==> src/rtl/mips_pkg.sv <==
// Shared definitions for the instruction-memory loader: FSM state encoding
// and the byte-stream frame layout constants.
package mips_pkg;

  typedef enum logic [2:0] {
    CNT_HI,
    CNT_LO,
    DATA,
    CHK,
    RUN,
    ERR
  } loader_state_e;

  localparam int HDR_LEN        = 2;
  localparam int BYTES_PER_WORD = 4;

endpackage

==> src/rtl/word_packer.sv <==
// Shifts incoming bytes MSB-first into a 32-bit word and flags the byte
// that completes each word; word_out is valid in that same cycle.
module word_packer
  import mips_pkg::*;
(
  input  logic        clk,
  input  logic        rst,
  input  logic        byte_valid,
  input  logic [7:0]  byte_in,
  output logic [31:0] word_out,
  output logic        word_done
);

  localparam int CNT_W = $clog2(BYTES_PER_WORD);

  logic [23:0]      shift_q, shift_d;
  logic [CNT_W-1:0] cnt_q, cnt_d;

  assign word_out  = {shift_q, byte_in};
  assign word_done = byte_valid && (cnt_q == CNT_W'(BYTES_PER_WORD - 1));

  always_comb begin
    shift_d = shift_q;
    cnt_d   = cnt_q;
    if (byte_valid) begin
      shift_d = {shift_q[15:0], byte_in};
      cnt_d   = word_done ? '0 : cnt_q + CNT_W'(1);
    end
  end

  always_ff @(posedge clk or posedge rst) begin
    if (rst) begin
      shift_q <= '0;
      cnt_q   <= '0;
    end else begin
      shift_q <= shift_d;
      cnt_q   <= cnt_d;
    end
  end

endmodule

==> src/rtl/imem_loader.sv <==
// Receives a framed byte stream (count, words, XOR checksum), writes the words
// into instruction memory and releases the core from reset on a valid frame.
module imem_loader
  import mips_pkg::*;
#(
  parameter int ADDR_W = 8
) (
  input  logic              clk,
  input  logic              rst,
  input  logic              in_valid,
  input  logic [7:0]        in_data,
  output logic              in_ready,
  output logic              mem_we,
  output logic [ADDR_W-1:0] mem_addr,
  output logic [31:0]       mem_wdata,
  output logic              cpu_rst,
  output logic              done,
  output logic              err
);

  localparam logic [31:0] DEPTH = 32'd1 << ADDR_W;

  loader_state_e     state_q, state_d;
  logic [15:0]       n_q, n_d;
  logic [7:0]        chk_q, chk_d;
  logic [ADDR_W:0]   word_cnt_q, word_cnt_d;
  logic              we_q, we_d;
  logic [ADDR_W-1:0] addr_q, addr_d;
  logic [31:0]       wdata_q, wdata_d;

  logic              accept;
  logic              pack_valid;
  logic [31:0]       packed_word;
  logic              word_done;
  logic [15:0]       n_full;
  logic              last_word;

  assign accept     = in_valid && in_ready;
  assign pack_valid = accept && (state_q == DATA);
  assign n_full     = {n_q[15:8], in_data};
  assign last_word  = ({{(31 - ADDR_W){1'b0}}, word_cnt_q} + 32'd1) == {16'h0000, n_q};

  word_packer u_packer (
    .clk        (clk),
    .rst        (rst),
    .byte_valid (pack_valid),
    .byte_in    (in_data),
    .word_out   (packed_word),
    .word_done  (word_done)
  );

  always_comb begin
    state_d    = state_q;
    n_d        = n_q;
    chk_d      = chk_q;
    word_cnt_d = word_cnt_q;
    we_d       = 1'b0;
    addr_d     = addr_q;
    wdata_d    = wdata_q;
    case (state_q)
      CNT_HI: begin
        if (accept) begin
          n_d     = {in_data, 8'h00};
          chk_d   = chk_q ^ in_data;
          state_d = CNT_LO;
        end
      end
      CNT_LO: begin
        if (accept) begin
          n_d   = n_full;
          chk_d = chk_q ^ in_data;
          if (n_full == 16'h0000)
            state_d = CHK;
          else if ({16'h0000, n_full} > DEPTH)
            state_d = ERR;
          else
            state_d = DATA;
        end
      end
      DATA: begin
        if (accept) begin
          chk_d = chk_q ^ in_data;
          if (word_done) begin
            we_d       = 1'b1;
            addr_d     = word_cnt_q[ADDR_W-1:0];
            wdata_d    = packed_word;
            word_cnt_d = word_cnt_q + (ADDR_W + 1)'(1);
            if (last_word)
              state_d = CHK;
          end
        end
      end
      CHK: begin
        if (accept)
          state_d = (in_data == chk_q) ? RUN : ERR;
      end
      RUN:     state_d = RUN;
      ERR:     state_d = ERR;
      default: state_d = ERR;
    endcase
  end

  // All outputs derive from reset-cleared flops, so rst takes effect without a clock.
  always_ff @(posedge clk or posedge rst) begin
    if (rst) begin
      state_q    <= CNT_HI;
      n_q        <= '0;
      chk_q      <= '0;
      word_cnt_q <= '0;
      we_q       <= 1'b0;
      addr_q     <= '0;
      wdata_q    <= '0;
    end else begin
      state_q    <= state_d;
      n_q        <= n_d;
      chk_q      <= chk_d;
      word_cnt_q <= word_cnt_d;
      we_q       <= we_d;
      addr_q     <= addr_d;
      wdata_q    <= wdata_d;
    end
  end

  assign in_ready  = (state_q == CNT_HI) || (state_q == CNT_LO) ||
                     (state_q == DATA)   || (state_q == CHK);
  assign mem_we    = we_q;
  assign mem_addr  = addr_q;
  assign mem_wdata = wdata_q;
  assign cpu_rst   = (state_q != RUN);
  assign done      = (state_q == RUN);
  assign err       = (state_q == ERR);

endmodule

==> config.mk <==
export PLATFORM = sky130hd
export DESIGN_NAME = imem_loader
export DESIGN_NICKNAME = d
export VERILOG_FILES = /design/src/rtl/mips_pkg.sv /design/src/rtl/word_packer.sv /design/src/rtl/imem_loader.sv
export SDC_FILE = /design/constraint.sdc
export NUM_CORES = 1
export LEC_CHECK = 0
export BUFFER_PORTS_ARGS = -buffer_cell sky130_fd_sc_hd__buf_2
export CAP_MARGIN = 5
export CORE_MARGIN = 4
export CORE_UTILIZATION = 52
export DETAILED_ROUTE_END_ITERATION = 10
export GPL_TIMING_DRIVEN = 0
export PLACE_DENSITY = 0.81
export SYNTH_ARGS = -nofsm -noshare
export SYNTH_HDL_FRONTEND = slang
export SYNTH_SLANG_ARGS = --single-unit
==> constraint.sdc <==
create_clock -name clk -period 3.68 [get_ports clk]
set_input_delay 1.104 -clock clk [delete_from_list [all_inputs] [get_ports clk]]
set_output_delay 1.104 -clock clk [all_outputs]
set_load 0.05 [all_outputs]
# ---- After elaboration in Yosys (flattened, before gate mapping)
# Cells that the tools add are included.
dict set report word_totals {
  reg_bits 103
  in_bits 11
  out_inout_bits 45
  word_cells 63
}
dict set report classes {
  addsub 3
  magnitude_cmp 1
  n_eq_ne 15
  muxes 17
  n_bitwise 2
  n_reduce_logical 15
}
# operator n
set op_table {}
lappend op_table {{$pmux 16 s2} 1}
lappend op_table {{$mux 3} 8}
lappend op_table {{$eq 10x16->1} 1}
lappend op_table {{$gt 16x9->1 const B} 1}
lappend op_table {{$logic_not 16->1} 1}
lappend op_table {{$mux 16} 1}
lappend op_table {{$pmux 3 s5} 1}
lappend op_table {{$add 9x1->10 const B} 1}
lappend op_table {{$ne 2x2->1 const B} 5}
lappend op_table {{$add 9x1->9 const B} 1}
lappend op_table {{$reduce_and 3->1} 3}
lappend op_table {{$eq 8x8->1} 1}
lappend op_table {{$mux 8} 1}
lappend op_table {{$xor 8x8->8} 1}
lappend op_table {{$eq 3x2->1 const B} 2}
lappend op_table {{$eq 3x3->1 const B} 2}
lappend op_table {{$reduce_and 6->1} 1}
lappend op_table {{$mux 1} 4}
lappend op_table {{$eq 3x1->1 const B} 1}
lappend op_table {{$logic_and 1x1->1} 3}
lappend op_table {{$logic_not 3->1} 1}
lappend op_table {{$logic_or 1x1->1} 3}
lappend op_table {{$ne 3x3->1 const B} 1}
lappend op_table {{$reduce_or 3->1} 1}
lappend op_table {{other kinds (7)} 7}

# ---- Logic depth before layout (Yosys ltp)
# Gate-level depths: netlist of run 1.
dict set report depth {
  depth_word 10
  mapped_depth 8
  depth_no_buf 7
}

# ---- By module
# Synthesis of run 1 repeated with hierarchy kept, for this count alone.
dict set report hier_totals {
  cells_unflattened 436
  hier_area_um2 4590.7
}
# module n_inst cells_per_inst area_each_um2 seq_area_each_um2
set modules_own_cells {}
lappend modules_own_cells {imem_loader 1 369 3445.8 1926.8}
lappend modules_own_cells {word_packer 1 67 1144.8 650.6}

# ---- Worst setup path before layout of run 1
# No wires, ideal clock.
dict set report synth_path {
  kind {reg-to-output}
  startpoint {register state_q[2]}
  endpoint {output cpu_rst}
  arrival_ns 2.471
  required_ns 2.576
  setup_slack_ns 0.105
  path_stages_with_launch 4
  n_path_buf 0
  cell_sequence {dfrtp_1 -> inv_1 -> nor3_1 -> inv_1}
}
dict set report synth_via {
  elab_chain_cells 1
}
# element line_no
set synth_rtl {}
lappend synth_rtl {{start: declaration} imem_loader.sv:23} ;# loader_state_e state_q, state_d;
lappend synth_rtl {{start signal: assignment} imem_loader.sv:114} ;# state_q <= state_d;
lappend synth_rtl {{$ne 3x3->1} imem_loader.sv:129} ;# assign cpu_rst = (state_q != RUN);
lappend synth_rtl {{end: declaration} imem_loader.sv:16} ;# output logic cpu_rst,
# No other way between the ends.

# ---- Worst setup path after layout of run 1
dict set report layout_path {
  startpoint {register state_q[0]}
  endpoint {output err}
}
dict set report layout_via {
  elab_chain_cells 1
}
# element line_no
set layout_rtl {}
lappend layout_rtl {{$eq 3x3->1} imem_loader.sv:131} ;# assign err = (state_q == ERR);
lappend layout_rtl {{end: declaration} imem_loader.sv:18} ;# output logic err
# No other way between the ends.

==> results of run 1 <==
-- path summary, 6_finish.rpt --
path	start	to	slack, ns	cells past startpoint
min in group asynchronous	rst	mem_addr[0]$_DFFE_PP0P_	0.88	2
max in group asynchronous	rst	mem_wdata[3]$_DFFE_PP0P_	1.94	4
worst min-delay path	mem_wdata[24]$_DFFE_PP0P_	mem_wdata[24]$_DFFE_PP0P_	0.48	2
worst min register to register	mem_wdata[24]$_DFFE_PP0P_	mem_wdata[24]$_DFFE_PP0P_	0.48	2
worst max register to register	word_cnt_q[0]$_DFFE_PP0P_	state_q[0]$_DFFE_PP0P_	1.49	7
worst max-delay path	state_q[0]$_DFFE_PP0P_	err	0.81	4
-- stage by stage --
step	util [%]	total power, mW	worst slack (ns)	instance area [sq um]	hold slack (ns)
after floorplan	-	1.207	0.1049	4377	0.4348
after global routing	61.76	2.150	0.7072	5075	0.5007
after CTS	61.76	2.093	0.8050	5075	0.4818
after detailed placement	58.70	1.239	0.8065	4823	0.4534
final	61.76	2.075	0.8061	5075	0.4780
after global placement	58.22	1.231	0.7501	4783	0.4500
-- logic make-up (layout without fill, tap and decap cells) --
family          count (synthesis)  count (layout)  synth area share, %
flops                         103             103                58.94
xor+xnor                       35              35                7.010
buf+inv                        25              98                2.432
mux                            50              50                12.88
simple gates                  149             149                14.79
compound gates                 23              23                3.376
fa+ha+maj                       2               2               0.5722
-- area by class of cell --
class	instances	area [sq um]
multi-input combinational	259	1689
timing repair buffer	57	315.3
tap	105	131.4
fill	649	3142
inverter	6	26.28
clock buffer	9	123.9
sequential	103	2577
clock inverter	7	127.6
buffer	19	83.83
-- power groups by stage --
stage	sequential (mW)	clock, mW	combinational [mW]
floorplan	1.17	0	0.0390
finish	1.15	0.860	0.0679
detailed placement	1.17	0	0.0702
CTS	1.15	0.875	0.0707
global placement	1.17	0	0.0621
global route	1.15	0.924	0.0779
-- placed cells by master, fill, tap and decap left out, types with 2 or more instances in the layout --
cell | netlist | routed
nand2_1 | 107 | 107
a2111oi_0 | 2 | 2
nor2b_1 | 2 | 2
or3_1 | 3 | 3
o21ai_0 | 11 | 11
nor3b_1 | 3 | 3
dfrtp_1 | 103 | 103
clkbuf_1 | 9 | 9
xnor2_1 | 23 | 23
a211oi_1 | 2 | 2
nor3_1 | 3 | 3
nor4_1 | 6 | 6
ha_1 | 2 | 2
a31oi_1 | 4 | 4
buf_1 | 2 | 2
xor2_1 | 12 | 12
inv_1 | 5 | 4
inv_6 | 0 | 2
buf_12 | 0 | 2
nand4_1 | 4 | 4
buf_2 | 7 | 62
bufinv_16 | 0 | 3
nor2_1 | 9 | 9
nand3_1 | 5 | 5
clkbuf_8 | 0 | 9
mux2_2 | 49 | 49
-- per-layer routing --
| layer | vias to the layer above | share of wire, % | global-route usage (%) |
|---|---|---|---|
| met5 | - | 0 | 0 |
| met4 | 0 | 2.7 | 8.298 |
| met3 | 24 | 4.3 | 4.488 |
| met2 | 74 | 50 | 30.27 |
| met1 | 1526 | 43 | 24.42 |
| li1 | 1429 | - | - |
-- flip-flops by register name (all words and copies together) (netlist names) --
name              count
mem_wdata            32
u_packer.shift_q     24
n_q                  16
word_cnt_q            9
chk_q                 8
mem_addr              8
state_q               3
u_packer.cnt_q        2
mem_we                1
-- worst max-delay path, stage by stage (launching register included) --
cell	delay, ns
dfrtp_1	0.34
buf_2	0.19
clkbuf_1	0.34
nor3b_1	0.24
buf_2	0.29
==> results.yml, run 1 <==
outcome:
  outcome: "complete, no violations"
detailed_routing:
  via_per_inst: 5.404
  drc: 0
  ant_nets: 0
  drt-initial-drc-count: 176
  vias: 3053
  routed_wl_um: 8670
  wl_per_cell_um: 15.35
  drtPass1Iterations: 4
worst_setup_path:
  endpoint_kind: "primary output"
  crit_arrival_ns: 1.77
  worstPathMaxFanout: 10
  required_ns: 2.58
  startpoint_type: "flop"
  criticalPathCategory: "flop to primary output"
final_layout:
  n_antenna_cell: 0
  area_delta_synth_final_pct: 16.05
  drive_above_1_share_pct: 29.57
  final_nets: 468
  final_cells: 565
cts:
  ctsHoldBuffers: 0
  cts_root_buffer: "clkbuf_8"
  cts_buffer_depth: 2
  htree_levels: 3
  clkTransAtPathRegs_ns: 0.10
  numCtsBuffers: 9
  cts_setup_buffers: 0
  post_cts_resize_count: 0
  cts_tree: "done"
  clock_latency_ns: 0.37
  cts.sinks: 103
yosys:
  netlist.top_cell.by_area: "dfrtp_1"
  synth_nets: 400
  yosys-top-cells-count: "107 x nand2_1, 103 x dfrtp_1, 49 x mux2_2, 23 x xnor2_1, 12 x xor2_1"
  synth_top_cell_area_share_pct: 58.94
  synth_most_common_cell: "nand2_1"
  synth-seq-area-share_pct: 58.94
  syn_inst: 387
  synth_edf_count: 0
  synth_warnings: 0
  synth-main-ff-cell: "dfrtp_1"
  synthTopCellsByArea: "dfrtp_1 59%, mux2_2 13%, nand2_1 9.2%"
  synthArstFlopShare_pct: 100.0
  synth_area_sq_um: 4373
  synth.distinct_cells: 36
  synth_area_per_cell_sq_um: 11.30
  ys_ff_latch: 103
global_routing:
  grt_pass1_vias: 3140
  grt_antenna_before_repair: 0
  grtUsageTotal_pct: 18.85
  gr-total-overflow: 0
  grt_pass1_wl_um: 14910
  grt_max_degree: 39
floorplan:
  start_util_pct: 53.22
  die_w_um: 99.71
  rows: 33
  core_sq_um: 8217
  boundaryPins: 56
  fp.dieH_um: 99.71
  die_area_sq_um: 9941
sta:
  tns_ns: 0
  period_share_pct: 78.09
  clock.fmax_ghz: 0.3480
  relSlewSlack_pct: 35.66
  worstMarginPinSlew_ns: 0.9593
  layout_min_cycle_time_ns: 2.874
  hold_viol_final: 0
  fin_skew_ns: 0.008628
  final-max-slew-violation-count: 0
  rsz0062_at_grt: "no"
  finalSetupViolations: 0
pwr:
  vdd_ir_drop_max_uv: 231.2
  power_frac_comb_pct: 3.3
  p_sw_share_pct: 21.63
  p_seq_share_pct: 55.3
  power_frac_clock_pct: 41.4
  p_leak_nw: 2.695
  p_sw_mw: 0.4488
  power_density_nw_per_um2: 408.8
  p_int_mw: 1.626
place:
  port_buffers: 55
  globalplace.congestion: 0.8366
  hpwl_um: 6172
  dpl.cell_count: 549
job:
  maxCapViolCount: 0
hold_path:
  hold_class: "flop to flop"
No activity file was read; power rests on OpenSTA's default activity.
==> run 2, diff against run 1 <==
==> constraint.sdc (replaced) <==
create_clock -name clk -period 2.5 [get_ports clk]
set_input_delay 0.75 -clock clk [delete_from_list [all_inputs] [get_ports clk]]
set_output_delay 0.75 -clock clk [all_outputs]
set_load 0.05 [all_outputs]
==> run 2 against run 1 <==
Worst setup slack lost 0.64 ns. First-iteration DRC count down 12%. Sequential share of layout area up 0.76 points. Die area is the same. Clock skew decreased by 0.0029 ns. Largest power group unchanged.
==> results.yml, run 2 (synthesis gave the netlist of run 1 again) <==
detailed_routing:
  met1Wirelength_um: 3668
  drtPass1Iterations: 5
  wl_per_cell_um: 14.95
  routed.top_layer: "met4"
  drt-initial-drc-count: 155
  via_per_inst: 5.262
  met2_length_um: 4287
  drc: 0
  vias: 2973
  ant_nets: 0
  routed_wl_um: 8447
  wl_met3_um: 300
worst_setup_path:
  rr_worst_depth: 7
  rr_startpoint: "word_cnt_q[0]$_DFFE_PP0P_"
  criticalPathCategory: "flop to primary output"
  r2r_end: "state_q[0]$_DFFE_PP0P_"
  path_buf_inv: 3
  cp.depth: 4
  cpMostUsedCell: "buf_2"
  critPathSlowestCell: "dfrtp_1"
  crit_family: "buffers and inverters"
  required_ns: 1.75
  critPathLaunch: "state_q[0]$_DFFE_PP0P_"
  crit_arrival_ns: 1.58
  worstSetupEndpoint: "err"
  max_stage_delay_ns: 0.33
  endpoint_kind: "primary output"
  worstPathMaxFanout: 10
  startpoint_type: "flop"
  r2r_slack_ns: 0.35
  worstPathCellList: "buf_2 > clkbuf_2 > nor3b_2 > buf_2"
cts:
  clock_latency_ns: 0.35
  cts.sinks: 103
  cts_tree: "done"
  cts_root_buffer: "clkbuf_8"
  numCtsBuffers: 9
  ctsHoldBuffers: 0
  htree_levels: 3
  cts_buffer_depth: 2
  clkTransAtPathRegs_ns: 0.09
final_layout:
  final_area_sq_um: 5000
  final_nets: 468
  seqCellArea_sq_um: 2577
  n_antenna_cell: 0
  drive_above_1_share_pct: 29.78
  fillers: 632
  largest_reg_flops: 32
  final_cell_mix: "107 x nand2_1, 103 x dfrtp_1, 62 x buf_2, 49 x mux2_2, 23 x xnor2_1"
  final_common_cell: "nand2_1"
  multiInputGateArea_sq_um: 1699
  area_delta_synth_final_pct: 14.33
job:
  maxCapViolCount: 0
place:
  port_buffers: 55
  globalplace.congestion: 0.8317
  postPlaceCellArea_sq_um: 4833
  dp_worst_setup_slack_ns: -0.02303
  hpwl_um: 6170
floorplan:
  die_w_um: 99.71
  boundaryPins: 56
  die_area_sq_um: 9941
  core_sq_um: 8217
  fp.dieH_um: 99.71
  start_util_pct: 53.22
  rows: 33
sta:
  worstMarginPinSlew_ns: 0.9313
  clock.fmax_ghz: 0.4287
  rsz0062_at_grt: "no"
  period_share_pct: 93.31
  finalWorstSetupSlack_ns: 0.1673
  finalSetupViolations: 0
  relSlewSlack_pct: 37.54
  tns_ns: 0
  layout_min_cycle_time_ns: 2.333
  final-max-slew-violation-count: 0
  hold_viol_final: 0
  fin_skew_ns: 0.005737
global_routing:
  grt_antenna_before_repair: 0
  grtUsageTotal_pct: 18.52
  grt_max_degree: 42
  gr-total-overflow: 0
  grt_pass1_wl_um: 14610
  grt_pass1_vias: 3011
pwr:
  power_density_nw_per_um2: 539.3
  p_leak_nw: 2.654
  vdd_ir_drop_max_uv: 318.1
outcome:
  outcome: "complete, no violations"
hold_path:
  hold_class: "flop to flop"
run 2: worst min path at each step:
stage,start,end,slack (ns),depth (start not counted)
final,u_packer.shift_q[20]$_DFFE_PP0P_,mem_wdata[28]$_DFFE_PP0P_,0.47,2
after global routing,u_packer.shift_q[20]$_DFFE_PP0P_,mem_wdata[28]$_DFFE_PP0P_,0.50,2
after CTS,mem_wdata[26]$_DFFE_PP0P_,mem_wdata[26]$_DFFE_PP0P_,0.48,2
after detailed placement,mem_wdata[9]$_DFFE_PP0P_,mem_wdata[9]$_DFFE_PP0P_,0.46,2
after global placement,u_packer.shift_q[23]$_DFFE_PP0P_,mem_wdata[31]$_DFFE_PP0P_,0.45,2
after floorplan,u_packer.shift_q[16]$_DFFE_PP0P_,mem_wdata[24]$_DFFE_PP0P_,0.43,2
run 2: timing repair:
item	in CTS	in global routing
endpoints found under the setup margin	0	1
setup buffers	0	0
resized for setup	0	2
run 2: layout make-up:
type / count / share of cell area (%)
clock buffers: 11 / 2.628
repair buffers: 57 / 6.306
inverters: 6 / 0.5255
well taps: 105 / 2.628
flip-flops and latches: 103 / 51.55
clock inverters: 5 / 0.6757
plain buffers: 19 / 1.702
multi-input cells: 259 / 33.98
run 2: metal layers:
layer / track usage (%) / vias up
met5: 0 / -
met4: 6.618 / 0
met3: 3.717 / 17
met2: 30.84 / 64
met1: 24.18 / 1469
li1: - / 1423
run 2: worst reg2reg max path, stage by stage (launching register included):
cell and delay (ns):
dfrtp_1 0.47, ha_1 0.30, nor2b_1 0.16, or3_1 0.35, a311oi_1 0.28, nand4_1 0.15
and3_1 0.21, nor3_1 0.15
run 2: where the power goes:
group	switching (mW)	internal, mW	leakage (nW)
clock network	0.544	0.363	0.0797
logic	0.0653	0.0350	1.17
registers	0.0107	1.68	1.41
total	0.620	2.08	2.65
run 2: per-stage QoR:
stage / instances / hold slack (ns) / utilization (%) / total power, mW
after global placement: 547 / 0.4480 / 58.34 / 1.812
after CTS: 565 / 0.4816 / 60.83 / 2.734
after floorplan: 387 / 0.4348 / - / 1.776
after detailed placement: 549 / 0.4575 / 58.82 / 1.825
after global routing: 565 / 0.5032 / 60.85 / 2.818
final: 565 / 0.4749 / 60.85 / 2.697
==> run 3, diff against run 2 <==
--- a/config.mk
+++ b/config.mk
@@ -8,10 +8,11 @@
 export BUFFER_PORTS_ARGS = -buffer_cell sky130_fd_sc_hd__buf_2
 export CAP_MARGIN = 5
 export CORE_MARGIN = 4
-export CORE_UTILIZATION = 52
+export CORE_UTILIZATION = 62
 export DETAILED_ROUTE_END_ITERATION = 10
 export GPL_TIMING_DRIVEN = 0
-export PLACE_DENSITY = 0.81
+export PLACE_DENSITY = 0.9
+export SLEW_MARGIN = 20
 export SYNTH_ARGS = -nofsm -noshare
 export SYNTH_HDL_FRONTEND = slang
 export SYNTH_SLANG_ARGS = --single-unit
==> constraint.sdc (replaced) <==
create_clock -name clk -period 2.7 [get_ports clk]
set_input_delay 0.81 -clock clk [delete_from_list [all_inputs] [get_ports clk]]
set_output_delay 0.81 -clock clk [all_outputs]
set_load 0.05 [all_outputs]
==> run 3 against run 2 <==
Sequential share of layout area barely moved. Core utilization rose by 12 points. Routed wire length up 6.0%. Largest cell class unchanged. Worst setup slack improved by 0.17 ns. Critical path type unchanged. Final area about the same. Flip-flop and latch count unchanged. Critical path depth is 1 lower. Global-route usage up 4.4 points.
==> results.yml, run 3 (synthesis gave the netlist of run 1 again) <==
cts:
  cts_tree: "done"
  clock_latency_ns: 0.37
  cts_buffer_depth: 2
  numCtsBuffers: 9
  htree_levels: 3
  clkTransAtPathRegs_ns: 0.11
  ctsHoldBuffers: 0
  cts.sinks: 103
  cts_root_buffer: "clkbuf_8"
worst_setup_path:
  crit_arrival_ns: 1.55
  max_stage_delay_ns: 0.39
  critPathSlowestCell: "dfrtp_1"
  crit_family: "buffers and inverters"
  r2r_slack_ns: 0.52
  required_ns: 1.89
  worstPathCellList: "clkbuf_1 > nor3_2 > buf_2"
  worstPathMaxFanout: 10
  endpoint_kind: "primary output"
  criticalPathCategory: "flop to primary output"
  path_buf_inv: 2
  startpoint_type: "flop"
global_routing:
  grt_antenna_before_repair: 0
  grt_pass1_wl_um: 15320
  grt_max_degree: 38
  gr-total-overflow: 0
  grtUsageTotal_pct: 22.89
  grt_pass1_vias: 3208
sta:
  worstMarginPinSlew_ns: 0.9745
  finalSetupViolations: 0
  final-max-slew-violation-count: 0
  hold_viol_final: 0
  fin_skew_ns: 0.01240
  tns_ns: 0
  period_share_pct: 87.39
  layout_min_cycle_time_ns: 2.360
  clock.fmax_ghz: 0.4238
  rsz0062_at_grt: "no"
  relSlewSlack_pct: 34.64
final_layout:
  drive_above_1_share_pct: 30.07
  final_common_cell: "nand2_1"
  fillers: 486
  n_antenna_cell: 0
  area_delta_synth_final_pct: 14.28
  final_cell_mix: "107 x nand2_1, 103 x dfrtp_1, 62 x buf_2, 49 x mux2_2, 23 x xnor2_1"
  final_nets: 467
  largest_reg_flops: 32
pwr:
  p_sw_mw: 0.6148
  vdd_ir_drop_max_uv: 445.4
  p_leak_nw: 2.657
  power_density_nw_per_um2: 509.4
  p_seq_share_pct: 61.4
  power_mw: 2.546
  power_frac_comb_pct: 3.7
  p_sw_share_pct: 24.15
  power_frac_clock_pct: 34.9
  p_int_mw: 1.931
job:
  maxCapViolCount: 0
place:
  globalplace.congestion: 0.8082
  port_buffers: 55
  hpwl_um: 6380
floorplan:
  start_util_pct: 64.01
  boundaryPins: 56
  die_area_sq_um: 8460
  rows: 30
  fp.dieH_um: 91.98
  die_w_um: 91.98
  core_sq_um: 6832
detailed_routing:
  drt-initial-drc-count: 202
  routed.top_layer: "met4"
  via_per_inst: 5.463
  vias: 3032
  ant_nets: 0
  wl_per_cell_um: 16.13
  routed_wl_um: 8953
  wl_met3_um: 319
  met1Wirelength_um: 3781
  drtPass1Iterations: 4
  drc: 0
  met2_length_um: 4596
hold_path:
  hold_class: "flop to flop"
outcome:
  outcome: "complete, no violations"
-- run 3: cell count changes in the layout (fill, tap and decap cells not counted) --
cell      change
inv_6         +2
clkinv_2      -1
clkinv_4      +1
clkbuf_2      -1
clkbuf_1      -2
-- run 3: power by group through the flow --
| stage | logic (mW) | registers, mW | clock network [mW] |
|---|---|---|---|
| after floorplan | 0.0531 | 1.59 | 0 |
| after global placement | 0.0833 | 1.59 | 0 |
| after detailed placement | 0.0942 | 1.59 | 0 |
| after CTS | 0.0953 | 1.56 | 0.902 |
| after global routing | 0.105 | 1.57 | 0.974 |
| final | 0.0930 | 1.56 | 0.889 |
-- run 3: area by class of cell --
type / instances / area [sq um] / area share, %
clock buffers: 9 / 123.9 / 2.479
multi-input cells: 259 / 1699 / 34.00
plain buffers: 18 / 80.08 / 1.602
inverters: 6 / 26.28 / 0.5258
clock inverters: 7 / 55.05 / 1.102
repair buffers: 57 / 315.3 / 6.309
well taps: 96 / 120.1 / 2.404
flip-flops and latches: 103 / 2577 / 51.58
-- run 3: worst min-delay path: stages, from the launching register on --
cell and delay (ns):
dfrtp_1 0.36, nand2_1 0.05, nand2_1 0.05
-- run 3: routing by layer --
metal  vias up  track usage (%)
li1       1423                -
met1      1519            29.81
met2        65            38.38
met3        25            3.445
met4         0            9.901
met5         -                0
-- run 3: final timing paths --
check                                            endpoint  cells after the start                              from
min in group asynchronous       mem_wdata[28]$_DFFE_PP0P_                      2                               rst
max in group asynchronous             n_q[10]$_DFFE_PP0P_                      4                               rst
worst min register to register  mem_wdata[27]$_DFFE_PP0P_                      2  u_packer.shift_q[19]$_DFFE_PP0P_
worst max register to register   mem_wdata[8]$_DFFE_PP0P_                      8            state_q[0]$_DFFE_PP0P_
worst max-delay path                                 done                      3            state_q[1]$_DFFE_PP0P_
worst min-delay path            mem_wdata[27]$_DFFE_PP0P_                      2  u_packer.shift_q[19]$_DFFE_PP0P_
-- run 3: repair_timing --
action / 4_1_cts / 5_1_grt
resized for setup: 0 / 0
buffers inserted: 0 / 0
setup endpoints to repair: 0 / 1
hold endpoints to repair: 0 / 0
-- run 3: per-stage QoR --
stage / utilization [%] / instance area [sq um] / std cells / hold slack [ns] / setup WS [ns]
6_report: 73.15 / 4997 / 555 / 0.4757 / 0.3404
5_1_grt: 73.15 / 4997 / 555 / 0.5063 / 0.2441
4_1_cts: 73.21 / 5001 / 556 / 0.4827 / 0.1364
3_5_place_dp: 70.59 / 4822 / 540 / 0.4559 / 0.09104
3_3_place_gp: 70.00 / 4782 / 538 / 0.4489 / 0.09861
2_1_floorplan: - / 4387 / 387 / 0.4348 / 0.02023
